File: src/rtl/serial_tx_8b.sv
// Parallel-to-serial byte transmitter on clk8f, MSB first, with an idle-symbol sync preamble after reset.
// Optional feature macro: SERIAL_TX_UNDERRUN_CNT_EN adds the underrun_cnt output.
module serial_tx_8b #(
  parameter logic [7:0] IDLE_SYM   = 8'hBC,
  parameter int         SYNC_COUNT = 4
) (
  input  logic       clk8f,
  input  logic       reset,
  input  logic [7:0] data_in,
  input  logic       valid_in,
  output logic       in_ready,
  output logic       data_out,
  output logic       active
`ifdef SERIAL_TX_UNDERRUN_CNT_EN
  ,
  output logic [7:0] underrun_cnt
`endif
);
  typedef enum logic {SYNC = 1'b0, ACTIVE = 1'b1} state_t;

  localparam logic [7:0] SYNC_LAST = 8'(SYNC_COUNT - 1);

  logic [2:0] bit_cnt;
  logic [7:0] shreg;
  logic [7:0] sym_cnt;
  state_t     state;
  logic       reload;

  assign reload   = (bit_cnt == 3'd7);
  // The last preamble reload already opens the capture window.
  assign in_ready = reload && ((state == ACTIVE) || (state == SYNC && sym_cnt == SYNC_LAST));
  assign data_out = shreg[7];
  assign active   = (state == ACTIVE);

  always_ff @(posedge clk8f or posedge reset) begin
    if (reset) begin
      bit_cnt <= '0;
      shreg   <= IDLE_SYM;
      sym_cnt <= '0;
      state   <= SYNC;
    end else begin
      bit_cnt <= bit_cnt + 3'd1;
      if (!reload) begin
        shreg <= {shreg[6:0], 1'b0};
      end else begin
        shreg <= (in_ready && valid_in) ? data_in : IDLE_SYM;
        if (state == SYNC) begin
          sym_cnt <= sym_cnt + 8'd1;
          if (sym_cnt == SYNC_LAST) state <= ACTIVE;
        end
      end
    end
  end

`ifdef SERIAL_TX_UNDERRUN_CNT_EN
  // Only gaps in ACTIVE count; preamble idles are expected, not underruns.
  always_ff @(posedge clk8f or posedge reset) begin
    if (reset) begin
      underrun_cnt <= '0;
    end else if (reload && state == ACTIVE && !valid_in && underrun_cnt != 8'hFF) begin
      underrun_cnt <= underrun_cnt + 8'd1;
    end
  end
`endif

endmodule

File: config.mk
export PLATFORM = sky130hd
export DESIGN_NAME = serial_tx_8b
export DESIGN_NICKNAME = d
export VERILOG_FILES = /design/src/rtl/serial_tx_8b.sv
export SDC_FILE = /design/constraint.sdc
export NUM_CORES = 1
export LEC_CHECK = 0
export BUFFER_PORTS_ARGS = -buffer_cell sky130_fd_sc_hd__buf_2
export CELL_PAD_IN_SITES_DETAIL_PLACEMENT = 2
export CELL_PAD_IN_SITES_GLOBAL_PLACEMENT = 2
export CORE_MARGIN = 1
export CORE_UTILIZATION = 33
export CTS_BUF_LIST = sky130_fd_sc_hd__clkbuf_8
export DETAILED_ROUTE_END_ITERATION = 6
export PLACE_DENSITY_LB_ADDON = 0.1
export SETUP_SLACK_MARGIN = 0.1
export SLEW_MARGIN = 20
export SYNTH_ARGS = -nofsm -noshare
export SYNTH_HDL_FRONTEND = slang
export SYNTH_SLANG_ARGS = --single-unit
File: constraint.sdc
create_clock -name clk8f -period 1.6 [get_ports clk8f]
set_input_delay 0.32 -clock clk8f [delete_from_list [all_inputs] [get_ports clk8f]]
set_output_delay 0.32 -clock clk8f [all_outputs]
set_load 0.02 [all_outputs]
==> flow_summary_export.csv <==
group,metric,value,unit
run_status,status,"finished with violations",
run_status,violations,"negative setup slack",
place,portBuffers,13,
cts,clock_latency,0.26,ns
synthesis,synth_warnings,0,
setup_path,r2r_setup_slack,-0.17,ns
floorplan,start_util,0.348,
setup_path,cp_max_fo,2,
place,place_congestion,0.693,
route,dr_total_vias,671,
synthesis,ys.flop_type,"dfrtp_1",
synthesis,synth_edf_count,0,
timing,whs,0.0696,ns
setup_path,cp_data_required_time,1.28,ns
timing,worst_slew_pin_slew,0.332,ns
setup_path,r2r-end,"shreg[6]$_DFF_PP0_",
synthesis,synth_commonest_cells,"15 x dfrtp_1, 9 x inv_1, 9 x nand2_1, 6 x nor2_1",
setup_path,endpoint_kind,"output pin",
route,dr.first_iter.drc_count,0,
route,vias_per_cell,4.86,
cts,clock_tree.buffer_depth,2,
synthesis,synth_top_area_frac,0.435,
timing,fin_crit_sh,1.24,
pwr,power_density,680,nW/um^2
timing,rsz0062_at_grt,"true",
cts,cts_tree,"yes",
timing,fin_crit,1.98,ns
setup_path,worstPathCellList,"or4_4 -> o41ai_4 -> buf_4",
setup_path,slowest_stage,"or4_4",
place,dp_slack,-0.109,ns
global_routing,antenna_found_initial,0,
worst_hold_path,hold_class,"in2async",
pwr,power_leakage,0.678,nW
setup_path,worst_setup_path_start_kind,"register",
timing,hold_viol,0,
setup_path,reg2reg_from,"sym_cnt[3]$_DFFE_PP0P_",
place,dp_cells,127,
setup_path,reg2reg_depth,5,
global_routing,grt_usage,0.164,
route,wl_per_cell,18.0,um
timing,setup_ws,-0.382,ns
cells_and_area,fin_area,1350,sq um
floorplan,io_pins,14,
synthesis,async_flop_share,1.00,
setup_path,cp.arrival,1.66,ns
floorplan,core_area,2480,sq um
pwr,p_total,0.918,mW
job,maxCapViolCount,0,
timing,fin_skew,0.00293,ns
timing,fmax,504,MHz
route,drt_pass1_iterations,1,
global_routing,overflow,0,
floorplan,die_x,53.1,um
floorplan,dieArea,2820,sq um
synthesis,syn_inst,75,
cells_and_area,finalNonFillerCells,138,
synthesis,yosysTopAreaCell,"dfrtp_1",
synthesis,synth_most_common_cell,"dfrtp_1",
cts,htree_levels,1,
route,wl,2.48,mm
cells_and_area,area_delta_synth_final,56.6,%
timing,slew_viol_final,0,
synthesis,synth.area.top_cells,"dfrtp_1 44%, dfstp_2 15%, ha_1 4.4%, xor2_1 4.1%, inv_1 3.9%",
synthesis,synth_area,862,sq um
place,placed_area,1040,sq um
setup_path,critical_path_class,"reg2out",
timing,setup_violations,9,
synthesis,ys_types,23,
setup_path,slowest_delay,0.56,ns
cells_and_area,fillers,239,
cts,clock-sinks,20,
global_routing,grt_pass1_vias,655,
synthesis,syn_nets,89,
place,post-dp-hpwl,1.43,mm
synthesis,avgSynthCellArea,11.5,sq um
route,postRouteAntennaNets,0,
synthesis,synth-seq-area-share,0.588,
cells_and_area,antenna-diode-count,0,
floorplan,die_h,53.1,um
synthesis,yosys_register_bits,20,
cts,clk_pin_slew,0.07,ns
route,drc,0,
cells_and_area,drive_above_1_share,0.546,
pwr,peakVddDrop,603,uV
cts,cts_buffers,3,
cts,clockRootBuffer,"clkbuf_8",
global_routing,grt_first_pass_wirelength,3.17,mm
global_routing,grt_max_degree,21,
timing,max-slew-margin-rel,0.776,
floorplan,row_count,18,
cells_and_area,nets,123,
metrics by stage:
stage	utilization	setup TNS, ns
global route	0.545	-1.92
CTS	0.466	-0.505
global placement	0.419	-0.192
detailed placement	0.419	-0.237
finish	0.545	-1.26
floorplan	-	-1.46
cells in the final DEF (no fill, tap or decap), types with 2 or more instances in the layout:
cell,synthesis,final
a32o_1,2,2
xor2_2,0,2
a31oi_4,0,5
nor2_1,6,5
xnor2_1,3,2
dfrtp_1,15,15
dfstp_2,5,5
buf_2,1,12
clkbuf_8,0,3
xor2_1,4,2
buf_6,0,2
buf_4,0,15
nand2_1,9,9
inv_1,9,10
layout make-up:
| cell class | instances | area [sq um] | share of cell area |
|---|---|---|---|
| Multi-Input combinational cell | 44 | 497 | 0.368 |
| Tap cell | 30 | 37.5 | 0.0278 |
| Clock buffer | 3 | 41.3 | 0.0306 |
| Timing Repair Buffer | 31 | 230 | 0.171 |
| Clock inverter | 1 | 3.75 | 0.00278 |
| Inverter | 9 | 33.8 | 0.0250 |
| Sequential cell | 20 | 507 | 0.375 |
sequential cells by signal, summed over array words and instances, names as in the netlist:
signal and cells:
bit_cnt 3, active 1, shreg 8, sym_cnt 8
logic make-up (layout without fill, tap and decap cells):
family                     count (synthesis)  count (layout)  synth area share
AOI/OAI and AO/OA                          9               9             0.102
xor gates and xnor gates                   7               7            0.0711
adders and majority gates                  3               3            0.0435
buffers and inverters                     11              44            0.0493
DFF                                       20              20             0.588
and+or+nand+nor                           25              25             0.147
repair_timing:
action,in CTS,in global routing
resized for setup,11,24
endpoints found under the setup margin,14,15
hold buffers,0,0
pin swaps,13,5
setup buffers,2,5
layer usage:
metal  track usage  vias up  share of wire
li1              -      317              -
met1         0.227      341           0.44
met2         0.253       10           0.52
met3        0.0345        3          0.027
met4        0.0526        0          0.010
met5             0        -              0
power breakdown:
| part | internal [mW] | total, mW | switching (mW) |
|---|---|---|---|
| combinational | 0.0224 | 0.0584 | 0.0360 |
| clock | 0.171 | 0.337 | 0.166 |
| sequential | 0.519 | 0.522 | 0.00301 |
worst max-delay path by stage:
stage / start / end / slack [ns] / cells after the start
CTS: sym_cnt[3]$_DFFE_PP0P_ / in_ready / -0.38 / 3
global route: sym_cnt[3]$_DFFE_PP0P_ / in_ready / -0.46 / 3
global placement: sym_cnt[3]$_DFFE_PP0P_ / in_ready / -0.11 / 3
finish: sym_cnt[3]$_DFFE_PP0P_ / in_ready / -0.38 / 3
floorplan: sym_cnt[3]$_DFFE_PP0P_ / in_ready / -0.20 / 2
detailed placement: sym_cnt[3]$_DFFE_PP0P_ / in_ready / -0.11 / 3
critical path, delay by kind of cell (launching register included):
kind | cells | cell delay, ns
buf+inv | 1 | 0.20
compound gates | 1 | 0.25
flops | 1 | 0.39
simple gates | 1 | 0.56
Note: power is estimated with default switching activity, not from simulation.
